**src/rtl/alu_pkg.sv**
```systemverilog
// Shared constants and types for the bit-serial ALU: width, operation codes, FSM states.
package alu_pkg;
   localparam int WIDTH = 32;

   localparam logic [3:0] ALU_AND = 4'b0000;
   localparam logic [3:0] ALU_OR  = 4'b0001;
   localparam logic [3:0] ALU_ADD = 4'b0010;
   localparam logic [3:0] ALU_SUB = 4'b0110;
   localparam logic [3:0] ALU_NOR = 4'b1100;
   localparam logic [3:0] ALU_SLT = 4'b0111;

   typedef enum logic [1:0] {
      ST_IDLE = 2'd0,
      ST_RUN  = 2'd1,
      ST_DONE = 2'd2
   } state_t;
endpackage

```
**src/rtl/alu_1bit.sv**
```systemverilog
// One-bit ALU slice: optional operand inversion, AND/OR/full-add/less select.
// Purely combinational; the raw adder sum is exported so the caller can form SLT.
module alu_1bit (
   input  logic       a,
   input  logic       b,
   input  logic       ainvert,
   input  logic       binvert,
   input  logic       cin,
   input  logic       less,
   input  logic [1:0] op,
   output logic       result,
   output logic       cout,
   output logic       sum
);
   logic a_eff;
   logic b_eff;

   assign a_eff = a ^ ainvert;
   assign b_eff = b ^ binvert;
   assign sum   = a_eff ^ b_eff ^ cin;
   assign cout  = (a_eff & b_eff) | (a_eff & cin) | (b_eff & cin);

   always_comb begin
      result = 1'b0;
      case (op)
         2'b00:   result = a_eff & b_eff;
         2'b01:   result = a_eff | b_eff;
         2'b10:   result = sum;
         default: result = less;
      endcase
   end
endmodule

```
**src/rtl/alu_bitserial_32.sv**
```systemverilog
// Bit-serial 32-bit ALU: one slice evaluated per cycle, LSB first, result shifted in at the MSB.
// Latency: 32 RUN cycles after the accepting edge, then a one-cycle done pulse.
module alu_bitserial_32 #(
   parameter int WIDTH = alu_pkg::WIDTH
) (
   input  logic             clk,
   input  logic             rst,
   input  logic             start,
   input  logic [WIDTH-1:0] src1,
   input  logic [WIDTH-1:0] src2,
   input  logic [3:0]       ALU_control,
   output logic             busy,
   output logic             done,
   output logic [WIDTH-1:0] result,
   output logic             zero,
   output logic             cout,
   output logic             overflow
);
   import alu_pkg::*;

   localparam int CW = $clog2(WIDTH);

   state_t           state;
   logic [WIDTH-1:0] a_q;
   logic [WIDTH-1:0] b_q;
   logic [3:0]       ctrl_q;
   logic [CW-1:0]    cnt;
   logic             carry;

   logic             slice_res;
   logic             slice_cout;
   logic             slice_sum;
   logic             last_bit;
   logic             arith;
   logic             ovf_bit;
   logic [WIDTH-1:0] shifted;
   logic [WIDTH-1:0] final_res;

   alu_1bit u_slice (
      .a       (a_q[cnt]),
      .b       (b_q[cnt]),
      .ainvert (ctrl_q[3]),
      .binvert (ctrl_q[2]),
      .cin     (carry),
      .less    (1'b0),
      .op      (ctrl_q[1:0]),
      .result  (slice_res),
      .cout    (slice_cout),
      .sum     (slice_sum)
   );

   assign last_bit = (cnt == CW'(WIDTH - 1));
   assign arith    = ctrl_q[1];
   assign ovf_bit  = carry ^ slice_cout;
   assign shifted  = {slice_res, result[WIDTH-1:1]};
   // SLT discards the shifted-in zeros and keeps only the corrected sign.
   assign final_res = (ctrl_q[1:0] == 2'b11) ? {{(WIDTH-1){1'b0}}, slice_sum ^ ovf_bit}
                                             : shifted;

   always_ff @(posedge clk or posedge rst) begin
      if (rst) begin
         state    <= ST_IDLE;
         a_q      <= '0;
         b_q      <= '0;
         ctrl_q   <= '0;
         cnt      <= '0;
         carry    <= 1'b0;
         busy     <= 1'b0;
         done     <= 1'b0;
         result   <= '0;
         zero     <= 1'b0;
         cout     <= 1'b0;
         overflow <= 1'b0;
      end else begin
         case (state)
            ST_IDLE: begin
               done <= 1'b0;
               if (start) begin
                  a_q    <= src1;
                  b_q    <= src2;
                  ctrl_q <= ALU_control;
                  cnt    <= '0;
                  carry  <= ALU_control[2];
                  busy   <= 1'b1;
                  state  <= ST_RUN;
               end
            end
            ST_RUN: begin
               carry <= slice_cout;
               cnt   <= cnt + 1'b1;
               if (last_bit) begin
                  result   <= final_res;
                  zero     <= (final_res == '0);
                  cout     <= arith ? slice_cout : 1'b0;
                  overflow <= arith ? ovf_bit : 1'b0;
                  busy     <= 1'b0;
                  done     <= 1'b1;
                  state    <= ST_DONE;
               end else begin
                  result <= shifted;
               end
            end
            ST_DONE: begin
               done  <= 1'b0;
               state <= ST_IDLE;
            end
            default: begin
               busy  <= 1'b0;
               done  <= 1'b0;
               state <= ST_IDLE;
            end
         endcase
      end
   end
endmodule
```
**config.mk**
```make
export PLATFORM = sky130hd
export DESIGN_NAME = alu_bitserial_32
export DESIGN_NICKNAME = d
export VERILOG_FILES = /design/src/rtl/alu_pkg.sv /design/src/rtl/alu_1bit.sv /design/src/rtl/alu_bitserial_32.sv
export SDC_FILE = /design/constraint.sdc
export NUM_CORES = 1
export LEC_CHECK = 0
export BUFFER_PORTS_ARGS = -buffer_cell sky130_fd_sc_hd__buf_2
export CORE_ASPECT_RATIO = 0.6
export CORE_MARGIN = 2
export CORE_UTILIZATION = 55
export DETAILED_ROUTE_END_ITERATION = 10
export GPL_ROUTABILITY_DRIVEN = 0
export PLACE_DENSITY = 0.8
export SYNTH_ARGS = -nofsm -noshare
export SYNTH_HDL_FRONTEND = slang
export SYNTH_SLANG_ARGS = --single-unit
```
**constraint.sdc**
```tcl
create_clock -name clk -period 10.1 [get_ports clk]
set_clock_uncertainty 0.15 [all_clocks]
set_input_delay 0.505 -clock clk [delete_from_list [all_inputs] [get_ports clk]]
set_output_delay 0.505 -clock clk [all_outputs]
set_load 0.05 [all_outputs]
```
; After elaboration in Yosys (flattened, before gate mapping)
; Index checks and enable logic that the tools add are counted.
[totals]
regBits = 113
in_bits = 71
[classes]
n_addsub = 1
eq_ne = 8
bitwise = 13
muxes = 21
n_reduce_logical = 9
order_cmp = 1
[ops]
columns = op, count
row1 = $mux W32, 2
row2 = $logic_not A32 Y1, 1
row3 = $bmux W1 S5, 2
row4 = $pmux W5 S2, 1
row5 = $mux W1, 9
row6 = $reduce_and A2 Y1, 4
row7 = $eq A2 B2 Y1 const B, 3
row8 = $lt A5 B6 Y1 const B, 1
row9 = $pmux W1 S3, 2
row10 = $xor A1 B1 Y1, 6
row11 = $add A5 B1 Y5 const B, 1
row12 = $eq A5 B5 Y1 const B, 1
row13 = $mux W5, 1
row14 = $eq A2 B1 Y1 const B, 2
row15 = $logic_not A2 Y1, 2
row16 = $mux W2, 2
row17 = $ne A2 B2 Y1 const B, 2
row18 = $pmux W2 S2, 1
row19 = $and A1 B1 Y1, 3
row20 = $or A1 B1 Y1, 3
row21 = $reduce_and A3 Y1, 1
row22 = $pmux W1 S2, 1
row23 = $reduce_bool A2 Y1, 1
row24 = $not A1 Y1, 1

; Logic depth before layout (Yosys ltp)
[logic_depth]
depth_word = 10
ltp_mapped = 13

; Modules after synthesis
; A second synthesis with hierarchy kept.
[hier_totals]
cells_unflattened = 376
area_unflattened_um2 = 5084.9
[modules_own_cells]
columns = module, cells_per_inst, seq_area_each_um2, instances, area_each_um2
row1 = alu_bitserial_32, 364, 2827.7, 1, 4977.3
row2 = alu_1bit, 12, 0.0, 1, 107.6

; Worst setup path before layout
; Ideal clock, no wire load.
[synth_timing]
path_type = register to register
from = reg cnt[0]
to = reg zero
arrival_time_ns = 2.922
path_stages_with_launch = 12
slack_ns = 6.945
required_ns = 9.867
path_cell_list = dfrtp_1 > buf_6 > mux4_1 > mux2_2 > nand3_2 > nand4_2 > xor2_1 > fa_1 > a221oi_1 > nand3_1 > o31a_1 > o21ai_0
[synth_between]
elab_chain_len = 10
word_cells_on_any_way = 21
classes_between = eq/ne: 1 / mux: 6 / bitwise: 12 / reduce/logical: 2
[synth_lines]
columns = element, line_no
row1 = from (decl), alu_bitserial_32.sv:27  ; logic [CW-1:0] cnt;
row2 = from (signal assigned), alu_bitserial_32.sv:90  ; cnt <= cnt + 1'b1;
row3 = "$bmux W1 S5, on equally long branches", "alu_bitserial_32.sv:40, alu_bitserial_32.sv:41"
row4 = "$mux W1, on equally long branches", "alu_bitserial_32.sv:40, alu_bitserial_32.sv:41"
row5 = "$xor A1 B1 Y1, on equally long branches", "alu_1bit.sv:18, alu_1bit.sv:19"
row6 = "$and A1 B1 Y1, on equally long branches", "alu_1bit.sv:21, alu_1bit.sv:26"
row7 = $or A1 B1 Y1 (2 in a row), alu_1bit.sv:21  ; assign cout = (a_eff & b_eff) | (a_eff & cin) | (b_eff & cin);
row8 = $xor A1 B1 Y1, alu_bitserial_32.sv:54  ; assign ovf_bit = carry ^ slice_cout;
row9 = $xor A1 B1 Y1, alu_bitserial_32.sv:57  ; assign final_res = (ctrl_q[1:0] == 2'b11) ? {{(WIDTH-1){1'b0}}, slice_sum ^ ovf_bit}
row10 = $mux W32, alu_bitserial_32.sv:57
row11 = $logic_not A32 Y1, alu_bitserial_32.sv:93  ; zero <= (final_res == '0);
row12 = to (signal assigned), alu_bitserial_32.sv:93
row13 = to (decl), alu_bitserial_32.sv:15  ; output logic zero,
; Several ways; a longest one is shown, not always the timed one. The select of a mux whose other input is x is not followed.
; A chain may end at the register's enable or synchronous reset.

; Final worst setup path
[layout_timing]
from = reg cnt[1]
to = reg zero
; Same word-level chain as after synthesis.

==> summary.txt <==
Floorplanning
  – Die ar.: 0.01001 mm²
  – Die Y: 78.32 µm
  – Area of the core: 0.009054 mm²
  – Chip Width: 127.9 µm
  – Initial core utilization: 55.91%
  – Io pins: 108
  – Rows: 27

Timing
  – Setup violators final: 0
  – Final Cycle Share: 39.17%
  – Slew margin rel.: 29.32%
  – Final slew viol count: 0
  – Setup TNS: 0 ns
  – Max Freq: 252.8 MHz
  – Final worst path period need: 3.956 ns
  – Final hold violations: 8
  – RSZ-0062 raised after global routing: false
  – Worst-margin pin slew: 1.060 ns
  – Hold slack: -0.009793 ns

Synthesis
  – Cell Area, Synth: 0.005062 mm²
  – Synth Area in Adders: 1.780%
  – Syn nets: 439
  – Synth area leaders: dfrtp_1 (56%), mux2_2 (16%), a22o_1 (5.7%)
  – Sequential fraction of the synthesis area: 55.86%
  – Post-synthesis register bit count: 113
  – Avg Synthesized Cell Area: 13.98 µm²
  – Main combinational cell family by area after synthesis: multiplexers
  – Synth async-reset ratio: 100.0%
  – Cells after synthesis: 362
  – Post-synth EDFFs: 0
  – Top-count cell post-synth: dfrtp_1
  – Complex-gate fraction of the synthesized area: 8.403%
  – Ys Warns: 0
  – Netlist cell types: 38
  – Synth Flop Type: dfrtp_1
  – XOR/XNOR Fraction of Synth Area: 0.8651%
  – Post-Synth Simple-Gate Area: 5.932%
  – Mux contribution to synthesized area: 24.44%
  – Synth top area share: 55.86%
  – Yosys top cell by area: dfrtp_1
  – Commonest cells post-synth: dfrtp_1 (113), mux2_2 (70), a22o_1 (33)

Clocking
  – Worst-Skew Late Latency: 0.41 ns
  – H-Tree Depth: 4
  – CTS tree: yes
  – Sink count of the clock tree: 113
  – Root buffer cell: clkbuf_16
  – PostCTS Resize Cnt: 0
  – CTS Buf Count: 17
  – Clock transition at path regs: 0.05 ns
  – Clk buf depth: 2
  – Post-CTS Hold Buffers: 0
  – Post-CTS Setup Inserts: 0

Worst setup path
  – Critical Path Max Stage Delay: 0.95 ns
  – Crit Path Class: flop to flop
  – Flop2flop setup slack: 6.14 ns
  – Startpoint types: flop
  – Kind of end point of the critical path: flop
  – WP data required: 10.27 ns
  – Slowest CP cell: dfrtp_1
  – Crit-path max FO: 20
  – CP Data Arrival Time: 4.13 ns
  – Critical path cell sequence: mux2i_1, mux4_1, a32oi_1, nand3_1, xnor2_1, fa_1, a221oi_1, nand3_1, o31a_1, o21ai_0
  – Most used cell, CP: nand3_1

Drt
  – Initial DRC count: 260
  – Router iterations before antenna repair: 5
  – Per-cell routed wire length: 18.61 µm
  – Post-route ant nets: 0
  – Routed vias: 3435
  – Vias per inst: 5.783
  – Routed WL: 11.06 mm
  – Residual DRC: 0

Placement
  – Port buffer count: 107
  – DP HPWL: 7.440 mm
  – Placed Area: 0.005649 mm²

Flow run
  – Total of max-cap violations: 0

Power
  – Total power: 2.344 mW
  – Worst ir drop on vdd: 0.0002358 V
  – Power per standard cell area: 375.6 mW/mm²
  – P_leak: 2.961 nW

Outcome
  – Run status: complete, but fails checks
  – Failing checks: hold timing

Finish
  – Final Cell Area: 0.006240 mm²
  – Layout area overhead: 23.26%
  – Fillers: 643
  – FF+latch area: 0.002828 mm²
  – Layout cell share with drive strength beyond 1: 44.77%
  – Fin nets: 544
  – Layout Utilization: 68.92%
  – Multi-input logic area: 0.002105 mm²
  – Number of diodes: 0

GRT
  – Vias in the first global route: 3617
  – First-pass GRT wire length: 18.34 mm
  – Largest net degree at the start of global routing: 71
  – GR Overflow Total: 0
  – Tot GR Track Use: 24.32%
  – Initial antenna violation count: 0

Min path
  – Worst hold path class: primary input to asynchronous set/reset pin
-- through the flow --
step / setup slack, ns / hold slack, ns / std cells
3_5_place_dp: 6.248 / 0.3201 / 564
3_3_place_gp: 6.416 / 0.3121 / 564
4_1_cts: 6.165 / 0.003442 / 594
5_1_grt: 5.827 / 0.02129 / 594
2_1_floorplan: 6.458 / 0.3219 / 362
6_report: 6.144 / -0.009793 / 594
-- metal layers --
metal	vias to the layer above	global-route usage (%)	wire length (µm)
li1	1565	-	-
met4	0	12.20	198
met3	18	6.067	567
met5	-	0	0
met1	1753	34.18	5347
met2	99	35.56	4944
-- final timing paths --
kind / endpoint / cells after the start / start
max reg2reg: zero$_DFFE_PP0P_ / 10 / cnt[1]$_DFFE_PP0P_
max: zero$_DFFE_PP0P_ / 10 / cnt[1]$_DFFE_PP0P_
min in group clk: b_q[1]$_DFFE_PP0P_ / 2 / src2[1]
min reg2reg: result[0]$_DFFE_PP0P_ / 2 / result[0]$_DFFE_PP0P_
min: b_q[1]$_DFFE_PP0P_ / 2 / rst
max in group asynchronous: a_q[13]$_DFFE_PP0P_ / 3 / rst
-- flip-flops by register name, indices dropped and copies added (netlist names) --
name,count
a_q,32
b_q,32
result,32
cnt,5
ctrl_q,4
state,2
busy,1
carry,1
cout,1
done,1
overflow,1
zero,1
-- power by group --
part           switching (mW)  internal, mW  leakage, nW
combinational           0.462         0.414         1.29
sequential              0.214         0.659         1.37
clock                   0.197         0.398        0.295
total                   0.873          1.47         2.96
-- cells by family (layout without fill, tap and decap cells) --
kind of cell / after synthesis / after routing
adder cells (fa/ha/maj): 6 / 6
flip-flops: 113 / 113
AND/OR/NAND/NOR: 56 / 56
buffers and inverters: 27 / 143
AO/OA/AOI/OAI: 54 / 54
XOR/XNOR: 5 / 5
multiplexers: 101 / 101
-- cell usage in the layout (no fill, tap or decap), types with 4 or more instances in the layout --
cell / count
a22o_1: 33
mux2i_1: 22
clkbuf_16: 17
nor2b_1: 6
clkbuf_8: 6
mux4_1: 7
nor2_1: 8
o21ai_0: 9
buf_2: 107
nor4_1: 7
dfrtp_1: 113
ha_1: 4
mux2_2: 70
nand3_1: 6
nand2_1: 14
-- critical path, delay by kind of cell (launching register included) --
| kind | cells | cell delay, ns |
|---|---|---|
| simple gates | 2 | 0.28 |
| mux | 2 | 0.73 |
| fa+ha+maj | 1 | 0.48 |
| xor+xnor | 1 | 0.31 |
| flops | 1 | 0.95 |
| compound gates | 4 | 0.98 |
-- final cells by class --
| cell class | instances | area share [%] |
|---|---|---|
| Sequential cell | 113 | 45.32 |
| Inverter | 3 | 0.2206 |
| Timing Repair Buffer | 110 | 8.943 |
| Clock inverter | 5 | 1.203 |
| Clock buffer | 25 | 8.261 |
| Multi-Input combinational cell | 222 | 33.73 |
| Tap cell | 116 | 2.326 |
(Power assumes the default switching activity.)
